==> config.mk <==
export PLATFORM = sky130hd
export DESIGN_NAME = axis_rr_arbiter_flat
export DESIGN_NICKNAME = d
export VERILOG_FILES = /design/src/rtl/axis_rr_arbiter_if.sv /design/src/rtl/axis_rr_arbiter.sv /design/src/flat_wrapper.sv
export SDC_FILE = /design/constraint.sdc
export NUM_CORES = 1
export LEC_CHECK = 0
export ABC_AREA = 0
export CAP_MARGIN = 20
export CORE_UTILIZATION = 30
export CTS_BUF_LIST = sky130_fd_sc_hd__clkbuf_16
export DETAILED_ROUTE_END_ITERATION = 8
export PLACE_DENSITY = 0.84
export SETUP_SLACK_MARGIN = 0.3
export SLEW_MARGIN = 20
export SYNTH_ARGS = -nofsm -noshare
export SYNTH_HDL_FRONTEND = slang
export SYNTH_SLANG_ARGS = --single-unit
==> constraint.sdc <==
create_clock -name ACLK -period 4.6 [get_ports ACLK]
set_input_delay 0.46 -clock ACLK [delete_from_list [all_inputs] [get_ports ACLK]]
set_output_delay 0.46 -clock ACLK [all_outputs]
set_load 0.005 [all_outputs]
==> src/rtl/axis_rr_arbiter_if.sv <==
// Bundle of the N-source AXI-Stream fan-in and the single master output of axis_rr_arbiter.
// slave = arbiter view of the bundle, master = view of the sources/sink around it.
interface axis_rr_arbiter_if #(
    parameter int N_SRC      = 4,
    parameter int DATA_WIDTH = 16,
    parameter int USER_WIDTH = 4,
    parameter int ID_WIDTH   = $clog2(N_SRC)
);
    logic [N_SRC-1:0]            s_tvalid;
    logic [N_SRC-1:0]            s_tready;
    logic [N_SRC*DATA_WIDTH-1:0] s_tdata;
    logic [N_SRC-1:0]            s_tlast;
    logic [N_SRC*USER_WIDTH-1:0] s_tuser;
    logic                        m_tvalid;
    logic                        m_tready;
    logic [DATA_WIDTH-1:0]       m_tdata;
    logic                        m_tlast;
    logic [USER_WIDTH-1:0]       m_tuser;
    logic [ID_WIDTH-1:0]         m_tid;
    logic [DATA_WIDTH/8-1:0]     m_tkeep;

    modport slave (
        input  s_tvalid, s_tdata, s_tlast, s_tuser, m_tready,
        output s_tready, m_tvalid, m_tdata, m_tlast, m_tuser, m_tid, m_tkeep
    );

    modport master (
        output s_tvalid, s_tdata, s_tlast, s_tuser, m_tready,
        input  s_tready, m_tvalid, m_tdata, m_tlast, m_tuser, m_tid, m_tkeep
    );
endinterface

==> src/rtl/axis_rr_arbiter.sv <==
// Packet-level round-robin AXI-Stream arbiter: N_SRC sources share one master port, grant held until TLAST.
// Optional completed-packet counter output pkt_cnt is enabled by defining AXIS_ARB_PKTCNT_EN.
module axis_rr_arbiter #(
    parameter int N_SRC      = 4,
    parameter int DATA_WIDTH = 16,
    parameter int USER_WIDTH = 4,
    parameter int ID_WIDTH   = $clog2(N_SRC)
) (
    input  logic               ACLK,
    input  logic               ARESETn,
    axis_rr_arbiter_if.slave   bus
`ifdef AXIS_ARB_PKTCNT_EN
    ,
    output logic [15:0]        pkt_cnt
`endif
);

    typedef enum logic {IDLE, BUSY} state_t;

    state_t              state;
    logic [ID_WIDTH-1:0] grant;
    logic [ID_WIDTH-1:0] ptr;
    logic [ID_WIDTH-1:0] next_ptr;
    logic                rst_meta;
    logic                rst_n_sync;
    logic                busy;
    logic                sel_valid;
    logic                sel_last;
    logic                eop;

    logic [DATA_WIDTH-1:0] src_data [N_SRC];
    logic [USER_WIDTH-1:0] src_user [N_SRC];

    for (genvar i = 0; i < N_SRC; i++) begin : g_unpack
        assign src_data[i] = bus.s_tdata[i*DATA_WIDTH +: DATA_WIDTH];
        assign src_user[i] = bus.s_tuser[i*USER_WIDTH +: USER_WIDTH];
    end

    // Reset asserts immediately, deasserts two ACLK edges after ARESETn rises.
    always_ff @(posedge ACLK or negedge ARESETn) begin
        if (!ARESETn) begin
            rst_meta   <= 1'b0;
            rst_n_sync <= 1'b0;
        end else begin
            rst_meta   <= 1'b1;
            rst_n_sync <= rst_meta;
        end
    end

    // First requester found when scanning start, start+1, ... modulo N_SRC.
    function automatic logic [ID_WIDTH-1:0] rr_pick(input logic [N_SRC-1:0] req,
                                                     input logic [ID_WIDTH-1:0] start);
        logic [ID_WIDTH-1:0] pick;
        logic [ID_WIDTH-1:0] cand;
        pick = start;
        for (int k = N_SRC - 1; k >= 0; k--) begin
            cand = ID_WIDTH'((int'(start) + k) % N_SRC);
            if (req[cand]) pick = cand;
        end
        return pick;
    endfunction

    assign busy      = (state == BUSY);
    assign sel_valid = bus.s_tvalid[grant];
    assign sel_last  = bus.s_tlast[grant];
    assign eop       = busy & sel_valid & bus.m_tready & sel_last;
    assign next_ptr  = (int'(grant) == N_SRC - 1) ? '0 : grant + ID_WIDTH'(1);

    always_ff @(posedge ACLK or negedge rst_n_sync) begin
        if (!rst_n_sync) begin
            state <= IDLE;
            grant <= '0;
            ptr   <= '0;
        end else begin
            case (state)
                IDLE: begin
                    if (|bus.s_tvalid) begin
                        grant <= rr_pick(bus.s_tvalid, ptr);
                        state <= BUSY;
                    end
                end
                BUSY: begin
                    if (eop) begin
                        ptr   <= next_ptr;
                        state <= IDLE;
                    end
                end
                default: state <= IDLE;
            endcase
        end
    end

    // Zero-latency pass-through of the granted source; everything is 0 outside BUSY.
    always_comb begin
        bus.m_tvalid = 1'b0;
        bus.m_tdata  = '0;
        bus.m_tlast  = 1'b0;
        bus.m_tuser  = '0;
        bus.m_tid    = '0;
        bus.m_tkeep  = '0;
        bus.s_tready = '0;
        if (busy) begin
            bus.m_tvalid        = sel_valid;
            bus.m_tdata         = src_data[grant];
            bus.m_tlast         = sel_last;
            bus.m_tuser         = src_user[grant];
            bus.m_tid           = grant;
            bus.m_tkeep         = {(DATA_WIDTH/8){sel_valid}};
            bus.s_tready[grant] = bus.m_tready;
        end
    end

`ifdef AXIS_ARB_PKTCNT_EN
    logic [15:0] pkt_cnt_q;

    always_ff @(posedge ACLK or negedge rst_n_sync) begin
        if (!rst_n_sync) begin
            pkt_cnt_q <= '0;
        end else if (eop) begin
            pkt_cnt_q <= pkt_cnt_q + 16'd1;
        end
    end

    assign pkt_cnt = pkt_cnt_q;
`endif

endmodule

==> src/flat_wrapper.sv <==
// flat-port wrapper written by rule: the top's interface ports become plain ports
module axis_rr_arbiter_flat 
#(
    parameter int N_SRC      = 4,
    parameter int DATA_WIDTH = 16,
    parameter int USER_WIDTH = 4,
    parameter int ID_WIDTH   = $clog2(N_SRC)
)
  (ACLK, ARESETn, bus_s_tvalid, bus_s_tdata, bus_s_tlast, bus_s_tuser, bus_m_tready, bus_s_tready, bus_m_tvalid, bus_m_tdata, bus_m_tlast, bus_m_tuser, bus_m_tid, bus_m_tkeep);
  axis_rr_arbiter_if #(.N_SRC(N_SRC), .DATA_WIDTH(DATA_WIDTH), .USER_WIDTH(USER_WIDTH), .ID_WIDTH(ID_WIDTH)) bus_i ();
  input  logic ACLK;
  input  logic ARESETn;
  input wire logic [$bits(bus_i.s_tvalid)-1:0] bus_s_tvalid;
  input wire logic [$bits(bus_i.s_tdata)-1:0] bus_s_tdata;
  input wire logic [$bits(bus_i.s_tlast)-1:0] bus_s_tlast;
  input wire logic [$bits(bus_i.s_tuser)-1:0] bus_s_tuser;
  input wire logic [$bits(bus_i.m_tready)-1:0] bus_m_tready;
  output wire logic [$bits(bus_i.s_tready)-1:0] bus_s_tready;
  output wire logic [$bits(bus_i.m_tvalid)-1:0] bus_m_tvalid;
  output wire logic [$bits(bus_i.m_tdata)-1:0] bus_m_tdata;
  output wire logic [$bits(bus_i.m_tlast)-1:0] bus_m_tlast;
  output wire logic [$bits(bus_i.m_tuser)-1:0] bus_m_tuser;
  output wire logic [$bits(bus_i.m_tid)-1:0] bus_m_tid;
  output wire logic [$bits(bus_i.m_tkeep)-1:0] bus_m_tkeep;
  assign bus_i.s_tvalid = bus_s_tvalid;
  assign bus_i.s_tdata = bus_s_tdata;
  assign bus_i.s_tlast = bus_s_tlast;
  assign bus_i.s_tuser = bus_s_tuser;
  assign bus_i.m_tready = bus_m_tready;
  assign bus_s_tready = bus_i.s_tready;
  assign bus_m_tvalid = bus_i.m_tvalid;
  assign bus_m_tdata = bus_i.m_tdata;
  assign bus_m_tlast = bus_i.m_tlast;
  assign bus_m_tuser = bus_i.m_tuser;
  assign bus_m_tid = bus_i.m_tid;
  assign bus_m_tkeep = bus_i.m_tkeep;
  axis_rr_arbiter #(.N_SRC(N_SRC), .DATA_WIDTH(DATA_WIDTH), .USER_WIDTH(USER_WIDTH), .ID_WIDTH(ID_WIDTH)) u_core (.ACLK(ACLK), .ARESETn(ARESETn), .bus(bus_i));
endmodule
### Word level (Yosys, flattened, before mapping)

Index checks and enable logic that the tools add are counted.

| cells by class | value |
|---|---|
| add/sub/neg operators | 4 |
| multipliers | 0 |
| divide/modulo/power cells | 0 |
| order comparisons | 7 |
| eq/ne operators | 1 |
| shifts and indexed selects | 0 |
| muxes and demuxes | 35 |
| bitwise logic cells | 6 |
| reductions and logical operators | 4 |

Operators with widths:

| cell | number |
|---|---|
| 16-bit two-way mux | 3 |
| 16-bit binary-select mux with 2-bit select | 1 |
| 4-bit two-way mux | 4 |
| 2-bit by 3-bit less-than comparator with 1-bit output (second input constant) | 5 |
| 2-bit two-way mux | 7 |
| 1-bit binary-select mux with 2-bit select | 6 |
| 1-bit two-way mux | 11 |
| 4-bit binary-select mux with 2-bit select | 1 |
| 2-bit by 1-bit adder with 2-bit output (second input constant) | 2 |
| 2-bit adder (second input constant) | 2 |
| 4-bit AND | 1 |
| 2-bit AND reduction | 2 |
| 4-bit OR reduction | 1 |
| 1-bit AND | 3 |
| 3-bit greater-or-equal comparator (second input constant) | 1 |
| 2-bit inverter with 3-bit output | 1 |
| 1-bit demux with 2-bit select | 1 |
| 2-bit by 1-bit equality test with 1-bit output (second input constant) | 1 |
| 2-bit by 1-bit greater-or-equal comparator with 1-bit output (second input constant) | 1 |
| 1-bit case mux with 2 select lines | 1 |
| 1-bit logical AND | 1 |
| 1-bit inverter | 1 |

| storage, ports and cells | value |
|---|---|
| register bits | 7 |
| bits in latches | 0 |
| RAM bits | 0 |
| bits in read-only memories | 0 |
| input port bits | 91 |
| output and inout port bits | 30 |
| word-level logic and storage cells | 62 |
| memories kept | 0 |

### Longest topological paths before layout

Gate-level depths: netlist of the first run.

| depth | value |
|---|---|
| depth in word-level cells | 7 |
| mapped depth | 5 |
| depth with buffers taken out | 4 |

### Worst setup path after synthesis of the first run

No wires, ideal clock.

| timing path | value |
|---|---|
| path type | register to output |
| start | register u_core.grant[0] |
| end | output port bus_m_tdata[12] |
| data arrival time | 1.423 ns |
| data required time | 4.140 ns |
| setup slack | 2.717 ns |
| stages on the path, launching flop included | 5 |
| path buffers | 2 |
| cells stage by stage | dfrtp_1 > buf_6 > buf_2 > mux4_2 > and2_1 |

| on the way | value |
|---|---|
| longest elaborated chain between the ends | 5 |

Ends and longest elaborated chain:

| element | RTL line | text |
|---|---|---|
| start: declaration | axis_rr_arbiter.sv:21 | `logic [ID_WIDTH-1:0] grant;` |
| start signal: assignment | axis_rr_arbiter.sv:78 | `grant <= rr_pick(bus.s_tvalid, ptr);` |
| 2-bit inverter with 3-bit output (implied by the code) | axis_rr_arbiter.sv:104 | `bus.m_tdata = src_data[grant];` |
| 16-bit binary-select mux with 2-bit select | axis_rr_arbiter.sv:104 |  |
| 16-bit two-way mux (implied by the code) (2 in series) | axis_rr_arbiter.sv:104 |  |
| 16-bit two-way mux | axis_rr_arbiter.sv:102 | `if (busy) begin` |
| end: declaration | flat_wrapper.sv:20 | `output wire logic [$bits(bus_i.m_tdata)-1:0] bus_m_tdata;` |

Every way passes these cells. The select of a mux whose other input is x is not followed.

### Worst setup path after layout of the first run

| timing path | value |
|---|---|
| start | register u_core.grant[0] |
| end | output port bus_m_tuser[1] |

| on the way | value |
|---|---|
| longest elaborated chain between the ends | 5 |

Ends and longest elaborated chain:

| element | RTL line | text |
|---|---|---|
| 2-bit inverter with 3-bit output (implied by the code) | axis_rr_arbiter.sv:106 | `bus.m_tuser = src_user[grant];` |
| 4-bit binary-select mux with 2-bit select | axis_rr_arbiter.sv:106 |  |
| 4-bit two-way mux (implied by the code) (2 in series) | axis_rr_arbiter.sv:106 |  |
| 4-bit two-way mux | axis_rr_arbiter.sv:102 |  |
| end: declaration | flat_wrapper.sv:22 | `output wire logic [$bits(bus_i.m_tuser)-1:0] bus_m_tuser;` |

Every way passes these cells. The select of a mux whose other input is x is not followed.

==> impl_metrics.csv, run 1 <==
group,metric,value,unit
outcome,status,"finished, final reports clean",
placement,gp_congestion,0.790,
sta,worst_pin_slew,0.982,ns
global_route,grt_overflow,0,
floorplanning,dieArea,4060,µm²
critical_path,path_class,"register to primary output",
clock_network,cts_resized,0,
layout,drive_gt1_frac,0.126,
layout,final_core_util,0.663,
layout,syn_to_final_growth,112,%
logic_synthesis,yosys.area_share.adder,0.0438,
critical_path,setup.worst_path.start,"u_core.grant[0]$_DFFE_PN0P_",
sta,period_share,0.665,
critical_path,cp-end-kind,"primary output",
layout,seqCellArea,175,µm²
clock_network,root_buffer,"clkbuf_16",
sta,tns,0,ns
logic_synthesis,synth_area,1140,µm²
floorplanning,ioPinCount,121,
sta,maxSlewViolCount,0,
sta,relSlewSlack,0.345,
drt,wire_per_inst,15.2,µm
critical_path,r2r_start,"u_core.grant[1]$_DFFE_PN0P_",
clock_network,cts_buffers,3,
clock_network,clock_path_buffers,2,
global_route,grt_max_degree,32,
sta,setup_slack,1.54,ns
logic_synthesis,synth-compound-area-share,0.0602,
logic_synthesis,synthSimpleGateAreaFrac,0.195,
critical_path,r2r_end,"u_core.ptr[0]$_DFFE_PN0P_",
sta,clock_skew,0.00137,ns
global_route,grt_pass1_wl,6.40,mm
logic_synthesis,synth_xor_area_frac,0,
placement,io_buffer_count,120,
clock_network,cts_sinks,7,
floorplanning,die_w,63.7,µm
clock_network,cts_hold_buffers,0,
power_and_ir_drop,power_density,444,nW/µm²
critical_path,crit_path_max_incr_delay,0.88,ns
sta,post-route-min-period,3.06,ns
global_route,track_usage,0.203,
clock_network,clk_latency,0.23,ns
logic_synthesis,synth-seq-cells,7,
drt,ant_nets,0,
placement,place_hpwl,3.27,mm
drt,vias,1281,
drt,drcViolationCount,0,
placement,dpl_worst_slack,1.73,ns
drt,drtPass1Iterations,4,
critical_path,cp-endpoint,"bus_m_tuser[1]",
flow_run,cap_violations,0,
critical_path,slowest_stage,"dfrtp_1",
global_route,antenna_found_initial,0,
logic_synthesis,syn_inst,100,
clock_network,cts_tree,"done",
critical_path,crit_arrival,2.60,ns
layout,antennaDiodeCount,0,
floorplanning,die_h,63.7,µm
drt,vias_per_cell,4.89,
critical_path,worstSetupStartpointType,"register",
drt,wl,3.98,mm
layout,num-nets-final,310,
critical_path,path_cells,"buf_4 -> mux4_2 -> and2_1 -> clkdlybuf4s50_1",
layout,fin_cells,262,
worst_hold_path,min_path_type,"register to async pin",
critical_path,worstRegToRegCells,4,
layout,fill_cells,287,
critical_path,required,4.14,ns
sta,timing.fmax,327,MHz
sta,rsz0062_at_grt,"no",
floorplanning,initial_utilization,0.312,
clock_network,clk_pin_slew,0.04,ns
layout,multi_input_area,882,µm²
logic_synthesis,seq_area_frac_synth,0.153,
logic_synthesis,synthDistinctLibCells,27,
critical_path,cp_num_buf_inv,2,
logic_synthesis,synth_top_family_by_area,"multiplexers",
drt,drt_iter0_drc,116,
floorplanning,core,3660,µm²
power_and_ir_drop,peakVddDrop,0.000307,V
clock_network,post_cts_buffers,0,
critical_path,cp_top_family,"flip-flops",
critical_path,cp.depth,4,
placement,dpl.cell_count,258,
sta,finalSetupViolations,0,
floorplanning,rows,22,
critical_path,reg2reg_slack,2.30,ns
logic_synthesis,synth_fp_nets,195,
logic_synthesis,synth_mux_area_frac,0.469,
global_route,first_global_vias,1266,
sta,hold_viol_final,0,
logic_synthesis,syn_avg_cell_area,11.4,µm²
clock_network,cts.htree.levels,1,
critical_path,cp_max_fo,18,
power_and_ir_drop,p_leak,0.000927,µW
logic_synthesis,synth-warning-count,0,
==> layout make-up <==
| cell class | count | area share |
|---|---|---|
| timing repair buffer | 121 | 0.498 |
| sequential | 7 | 0.0722 |
| clock buffer | 3 | 0.0309 |
| clock inverter | 1 | 0.00155 |
| tap | 48 | 0.0247 |
| inverter | 6 | 0.00928 |
| multi-input combinational | 76 | 0.363 |
==> routing by layer <==
layer / wire [µm] / global-route usage
met5: 0 / 0
met2: 2060 / 0.351
met4: 81 / 0.0653
met1: 1550 / 0.244
met3: 285 / 0.0500
==> stage by stage <==
stage,hold slack [ns],cell area [µm²],total power (µW)
2_1_floorplan,0.0541,1140,574
3_3_place_gp,0.0779,2350,932
3_5_place_dp,0.0830,2350,942
4_1_cts,0.0861,2430,1090
5_1_grt,0.104,2430,1170
6_report,0.0768,2430,1080
==> layout by cell type (no fill, tap or decap), types with 2 or more instances in the layout <==
master	instances
a21oi_1	2
and2_1	24
and3_1	4
clkbuf_16	3
clkdlybuf4s50_1	120
dfrtp_1	7
ha_1	4
inv_1	7
mux2_1	2
mux4_1	2
mux4_2	20
nor2_1	3
o22ai_1	3
==> kinds of logic after synthesis <==
kind of cell / Yosys count
AND/OR/NAND/NOR: 36
other: 1
buffers and inverters: 17
adder cells (fa/ha/maj): 4
flip-flops: 7
AO/OA/AOI/OAI: 10
multiplexers: 25
==> cells in the mapped netlist <==
master / number / share of area
buf_2: 3 / 0.013
mux2_2: 1 / 0.0098
mux4_2: 20 / 0.39
a222oi_1: 1 / 0.0088
inv_1: 6 / 0.020
o22ai_1: 3 / 0.016
nor4_1: 1 / 0.0055
nor3b_1: 1 / 0.0066
mux2_1: 2 / 0.020
nor2_1: 3 / 0.0098
a21oi_1: 2 / 0.0088
dfrtp_1: 7 / 0.15
clkbuf_1: 4 / 0.013
buf_4: 3 / 0.020
and2_1: 24 / 0.13
nand2_1: 1 / 0.0033
mux4_1: 2 / 0.046
o21ai_0: 1 / 0.0044
and3_1: 4 / 0.022
ha_1: 4 / 0.044
and2_4: 1 / 0.0077
buf_6: 1 / 0.0098
o22a_1: 1 / 0.0077
a21o_1: 1 / 0.0066
conb_1: 1 / 0.0033
o221ai_1: 1 / 0.0077
nand3_2: 1 / 0.0088
==> flip-flops by register name, indices dropped and copies added, names as in the netlist <==
name,cells
u_core.grant,2
u_core.rst_meta,1
u_core.busy,1
u_core.ptr,2
u_core.rst_n_sync,1
==> power breakdown <==
part | internal [µW] | switching, µW | total [µW]
Clock | 113 | 31.3 | 144
Combinational | 553 | 195 | 748
Sequential | 82.1 | 103 | 185
Total | 748 | 329 | 1080
==> worst min path at each step <==
stage          slack [ns]                     endpoint  cells after the start
2_1_floorplan        0.05        u_core.busy$_DFF_PN0_                      0
3_3_place_gp         0.08    u_core.ptr[0]$_DFFE_PN0P_                      0
3_5_place_dp         0.08    u_core.ptr[0]$_DFFE_PN0P_                      0
4_1_cts              0.09    u_core.ptr[0]$_DFFE_PN0P_                      0
5_1_grt              0.10    u_core.ptr[0]$_DFFE_PN0P_                      0
6_report             0.08  u_core.grant[0]$_DFFE_PN0P_                      0
(Power assumes the default switching activity.)
==> run 2: changes to the inputs <==
--- a/config.mk
+++ b/config.mk
@@ -7,10 +7,10 @@
 export LEC_CHECK = 0
 export ABC_AREA = 0
 export CAP_MARGIN = 20
-export CORE_UTILIZATION = 30
+export CORE_UTILIZATION = 29
 export CTS_BUF_LIST = sky130_fd_sc_hd__clkbuf_16
 export DETAILED_ROUTE_END_ITERATION = 8
-export PLACE_DENSITY = 0.84
+export PLACE_DENSITY = 0.82
 export SETUP_SLACK_MARGIN = 0.3
 export SLEW_MARGIN = 20
 export SYNTH_ARGS = -nofsm -noshare
==> constraint.sdc (replaced) <==
create_clock -name ACLK -period 3.1 [get_ports ACLK]
set_input_delay 0.31 -clock ACLK [delete_from_list [all_inputs] [get_ports ACLK]]
set_output_delay 0.31 -clock ACLK [all_outputs]
set_load 0.005 [all_outputs]
==> run 2 against run 1 <==
Critical path type unchanged. Non-clock buffer count is 2 higher. Clock skew decreased by 0.00097 ns. Global-route usage hardly changed. First-iteration DRC count down 27%. Setup slack lost 0.88 ns. Via count up 0.86%. Core utilization shrank 0.58 points. Wire length is 4.2% higher. Sequential power grew 12%. Flip-flop and latch count stayed put. Clock power grew 46%.
==> impl_metrics.csv, run 2 (synthesis results as in run 1) <==
group,metric,value,unit
outcome,status,"finished, final reports clean",
power_and_ir_drop,power.internal,1120,µW
power_and_ir_drop,switching_share,0.306,
power_and_ir_drop,pwr-share-seq,0.128,
sta,relSlewSlack,0.470,
layout,syn_to_final_growth,114,%
sta,timing.fmax,411,MHz
clock_network,cts_tree,"done",
layout,drive_gt1_frac,0.134,
clock_network,clk_pin_slew,0.03,ns
critical_path,path_cells,"buf_4 -> mux4_2 -> and2_1 -> clkdlybuf4s50_1",
floorplanning,die_w,64.8,µm
placement,io_buffer_count,120,
clock_network,clock_path_buffers,2,
critical_path,worstSetupStartpointType,"register",
global_route,grt_overflow,0,
layout,layout_commonest_cell,"clkdlybuf4s50_1",
global_route,grt_max_degree,32,
drt,drt_iter0_drc,85,
clock_network,cts_hold_buffers,0,
power_and_ir_drop,pwr-share-comb,0.742,
sta,clock_skew,0.000399,ns
critical_path,crit_arrival,2.13,ns
sta,hold_viol_final,0,
power_and_ir_drop,peakVddDrop,0.000597,V
sta,period_share,0.785,
sta,tns,0,ns
sta,finalSetupViolations,0,
critical_path,cp-end-kind,"primary output",
clock_network,root_buffer,"clkbuf_16",
layout,antennaDiodeCount,0,
placement,gp_congestion,0.831,
drt,drtPass1Iterations,5,
drt,wl,4.14,mm
global_route,first_global_vias,1336,
clock_network,clk_latency,0.23,ns
sta,worst_pin_slew,0.795,ns
floorplanning,rows,22,
power_and_ir_drop,power_density,661,nW/µm²
drt,ant_nets,0,
worst_hold_path,min_path_type,"register to async pin",
sta,rsz0062_at_grt,"no",
placement,dpl_cell_area,2360,µm²
critical_path,slowest_stage,"dfrtp_1",
clock_network,cts_resized,0,
clock_network,cts_buffers,3,
sta,maxSlewViolCount,0,
layout,largest_registers,"u_core.grant x2, u_core.ptr x2",
floorplanning,die_h,64.8,µm
drt,wire_per_inst,15.7,µm
global_route,track_usage,0.203,
clock_network,cts_sinks,7,
drt,vias_per_cell,4.89,
clock_network,cts.htree.levels,1,
drt,vias,1292,
clock_network,post_cts_buffers,0,
floorplanning,dieArea,4200,µm²
flow_run,cap_violations,0,
critical_path,cp_max_fo,15,
layout,fill_cells,297,
floorplanning,core,3720,µm²
critical_path,crit_path_max_incr_delay,0.62,ns
floorplanning,initial_utilization,0.308,
sta,whs,0.0757,ns
layout,final_core_util,0.657,
power_and_ir_drop,p_leak,0.000937,µW
floorplanning,ioPinCount,121,
power_and_ir_drop,totalPowerFinal,1620,µW
layout,num-nets-final,312,
power_and_ir_drop,power.switching,494,µW
drt,drcViolationCount,0,
layout,final_area,2440,µm²
critical_path,required,2.79,ns
placement,place_hpwl,3.43,mm
sta,post-route-min-period,2.44,ns
layout,final_cell_mix,"120 x clkdlybuf4s50_1, 24 x and2_1, 20 x mux4_2",
power_and_ir_drop,clkPwrFrac,0.130,
global_route,grt_pass1_wl,6.64,mm
global_route,antenna_found_initial,0,
critical_path,path_class,"register to primary output",
## run 2: final cells by class
type / count / area [µm²] / share of cell area
repair buffers: 123 / 1220 / 0.501
flip-flops and latches: 7 / 175 / 0.0717
clock buffers: 3 / 75.1 / 0.0307
well taps: 48 / 60.1 / 0.0246
inverters: 6 / 22.5 / 0.00922
clock inverters: 1 / 3.75 / 0.00154
multi-input cells: 76 / 882 / 0.361
## run 2: power groups by stage
stage	logic [µW]	clock network [µW]	registers [µW]
finish	1200	210	207
global route	1300	220	221
CTS	1220	214	210
detailed placement	1210	0	210
global placement	1200	0	209
floorplan	699	0	152
## run 2: layer usage
metal  wire length [µm]  global-route usage  vias up  share of wire
met2               2120               0.368       66           0.51
li1                   -                   -      614              -
met4                 53              0.0306        0          0.013
met5                  0                   0        -              0
met3                425              0.0599        6           0.10
met1               1540               0.237      606           0.37
## run 2: critical path, delay by kind of cell (launching register included)
kind,cells,cell delay (ns)
buffers and inverters,2,0.77
AND/OR/NAND/NOR,1,0.17
flip-flops,1,0.62
multiplexers,1,0.34
## run 2: final timing paths
check / from / cells after the start / slack, ns / to
min: u_core.rst_n_sync$_DFF_PN0_ / 0 / 0.08 / u_core.ptr[0]$_DFFE_PN0P_
min reg2reg: u_core.rst_n_sync$_DFF_PN0_ / 0 / 0.08 / u_core.ptr[0]$_DFFE_PN0P_
min in group ACLK: u_core.rst_meta$_DFF_PN0_ / 0 / 0.36 / u_core.rst_n_sync$_DFF_PN0_
max in group asynchronous: ARESETn / 1 / 2.73 / u_core.rst_meta$_DFF_PN0_
max: u_core.grant[1]$_DFFE_PN0P_ / 4 / 0.66 / bus_m_tlast
max reg2reg: u_core.grant[1]$_DFFE_PN0P_ / 5 / 1.11 / u_core.ptr[0]$_DFFE_PN0P_
## run 2: metrics by stage
stage	setup WS, ns	cells
global route	0.563	264
detailed placement	0.799	260
CTS	0.622	264
finish	0.665	264
global placement	0.822	260
floorplan	1.37	100
==> run 3: changes to the inputs <==
==> constraint.sdc (replaced) <==
create_clock -name ACLK -period 2.5 [get_ports ACLK]
set_input_delay 0.25 -clock ACLK [delete_from_list [all_inputs] [get_ports ACLK]]
set_output_delay 0.25 -clock ACLK [all_outputs]
set_load 0.005 [all_outputs]
==> run 3 against run 2 <==
Clock skew grew 0.0013 ns. Sequential power increased by 25%. Clock-buffer cell count unchanged. Die area unchanged. Register-to-register slack worse by 0.44 ns. Total power grew 33%.
==> impl_metrics.csv, run 3 (synthesis results as in run 1) <==
group,metric,value,unit
floorplanning,initial_utilization,0.308,
outcome,status,"finished, final reports clean",
sta,setup_slack,0.273,ns
sta,clock_skew,0.00165,ns
clock_network,cts.htree.levels,1,
layout,final_area,2590,µm²
drt,drtPass1Iterations,4,
sta,finalSetupViolations,0,
flow_run,cap_violations,0,
critical_path,cp_num_buf_inv,3,
global_route,grt_pass1_wl,7.09,mm
critical_path,cp_max_fo,10,
global_route,antenna_found_initial,0,
drt,wl,4.67,mm
sta,post-route-min-period,2.23,ns
floorplanning,die_w,64.8,µm
layout,antennaDiodeCount,0,
clock_network,clk_latency,0.23,ns
layout,num-nets-final,317,
critical_path,worstSetupStartpointType,"register",
power_and_ir_drop,power_density,831,nW/µm²
drt,vias,1354,
critical_path,cp-end-kind,"primary output",
critical_path,slowest_stage,"mux4_2",
placement,dpl_cell_area,2380,µm²
placement,place_hpwl,3.62,mm
critical_path,r2r_start,"u_core.grant[0]$_DFFE_PN0P_",
layout,final_core_util,0.698,
clock_network,clk_pin_slew,0.04,ns
critical_path,worstRegToRegCells,6,
drt,wire_per_inst,17.3,µm
clock_network,cts_sinks,7,
clock_network,cts_hold_buffers,0,
drt,drt_iter0_drc,38,
sta,maxSlewViolCount,0,
global_route,grt_max_degree,32,
critical_path,path_cells,"buf_12 -> buf_16 -> mux4_2 -> and2_1 -> clkdlybuf4s50_1",
floorplanning,dieArea,4200,µm²
placement,gp_congestion,0.773,
sta,timing.fmax,449,MHz
layout,largest_registers,"u_core.grant x2, u_core.ptr x2",
sta,rsz0062_at_grt,"yes",
global_route,track_usage,0.227,
drt,vias_per_cell,5.03,
floorplanning,ioPinCount,121,
critical_path,path_class,"register to primary output",
critical_path,crit_arrival,1.98,ns
layout,syn_to_final_growth,127,%
clock_network,root_buffer,"clkbuf_16",
global_route,grt_overflow,0,
drt,ant_nets,0,
drt,drcViolationCount,0,
clock_network,cts_buffers,3,
layout,layout_commonest_cell,"clkdlybuf4s50_1",
layout,final_cell_mix,"97 x clkdlybuf4s50_1, 24 x and2_1, 20 x mux4_2",
floorplanning,core,3720,µm²
sta,tns,0,ns
clock_network,clock_path_buffers,2,
sta,hold_viol_final,0,
critical_path,cp_top_family,"buffers and inverters",
placement,dpl_worst_slack,0.318,ns
sta,period_share,0.891,
floorplanning,rows,22,
global_route,first_global_vias,1402,
power_and_ir_drop,p_leak,0.00120,µW
worst_hold_path,min_path_type,"register to async pin",
critical_path,required,2.25,ns
placement,io_buffer_count,120,
critical_path,reg2reg_slack,0.67,ns
critical_path,r2r_end,"u_core.ptr[1]$_DFFE_PN0P_",
clock_network,cts_tree,"done",
critical_path,crit_path_max_incr_delay,0.50,ns
power_and_ir_drop,peakVddDrop,0.000746,V
floorplanning,die_h,64.8,µm
power_and_ir_drop,totalPowerFinal,2150,µW
layout,drive_gt1_frac,0.167,
-- run 3: cell types whose count changed in the layout (fill, tap and decap cells not counted) --
| cell | previous run | this run |
|---|---|---|
| buf_16 | 0 | 1 |
| dfrtp_2 | 0 | 3 |
| dlygate4sd2_1 | 0 | 5 |
| buf_4 | 3 | 4 |
| bufbuf_16 | 0 | 1 |
| buf_12 | 0 | 2 |
| clkdlybuf4s50_1 | 120 | 97 |
| dlymetal6s2s_1 | 0 | 18 |
| dfrtp_1 | 7 | 4 |
-- run 3: what timing repair did --
action                     CTS  global route
setup endpoints to repair   23            23
setup buffers                1             1
gates cloned                 2             0
gates resized for setup      7            20
-- run 3: how the worst max path moves through the flow --
stage / cells after the start / slack (ns) / end / startpoint
2_1_floorplan: 5 / 0.82 / u_core.ptr[1]$_DFFE_PN0P_ / u_core.grant[0]$_DFFE_PN0P_
5_1_grt: 5 / 0.21 / bus_m_tdata[13] / u_core.grant[0]$_DFFE_PN0P_
6_report: 5 / 0.27 / bus_m_tuser[0] / u_core.grant[0]$_DFFE_PN0P_
3_3_place_gp: 4 / 0.34 / bus_m_tkeep[0] / bus_s_tvalid[1]
4_1_cts: 4 / 0.24 / bus_m_tdata[4] / u_core.grant[0]$_DFFE_PN0P_
3_5_place_dp: 4 / 0.32 / bus_m_tkeep[1] / bus_s_tvalid[1]
-- run 3: stage by stage --
stage | instances | hold WS (ns)
floorplan | 100 | -0.0456
global placement | 261 | 0.0731
detailed placement | 261 | 0.0700
CTS | 268 | 0.0750
global route | 269 | 0.0983
finish | 269 | 0.0718
-- run 3: layout make-up --
type,instances,area [µm²]
timing repair buffer,128,1370
tap,48,60.1
sequential,7,179
fill,265,1120
clock inverter,1,3.75
multi-input combinational,76,882
clock buffer,3,75.1
inverter,6,22.5
-- run 3: routing by layer --
| layer | track usage | vias up | share of wire |
|---|---|---|---|
| met4 | 0.0861 | 0 | 0.020 |
| met3 | 0.0810 | 11 | 0.12 |
| met2 | 0.426 | 65 | 0.54 |
| met1 | 0.224 | 652 | 0.33 |
| met5 | 0 | - | 0 |
| li1 | - | 626 | - |
-- run 3: report_power, final --
part / total (µW) / internal [µW] / leakage [µW] / switching (µW)
clock: 268 / 208 / 0.0000423 / 60.5
combinational: 1630 / 1120 / 0.00108 / 506
sequential: 258 / 158 / 0.0000793 / 99.6
total: 2150 / 1490 / 0.00120 / 667
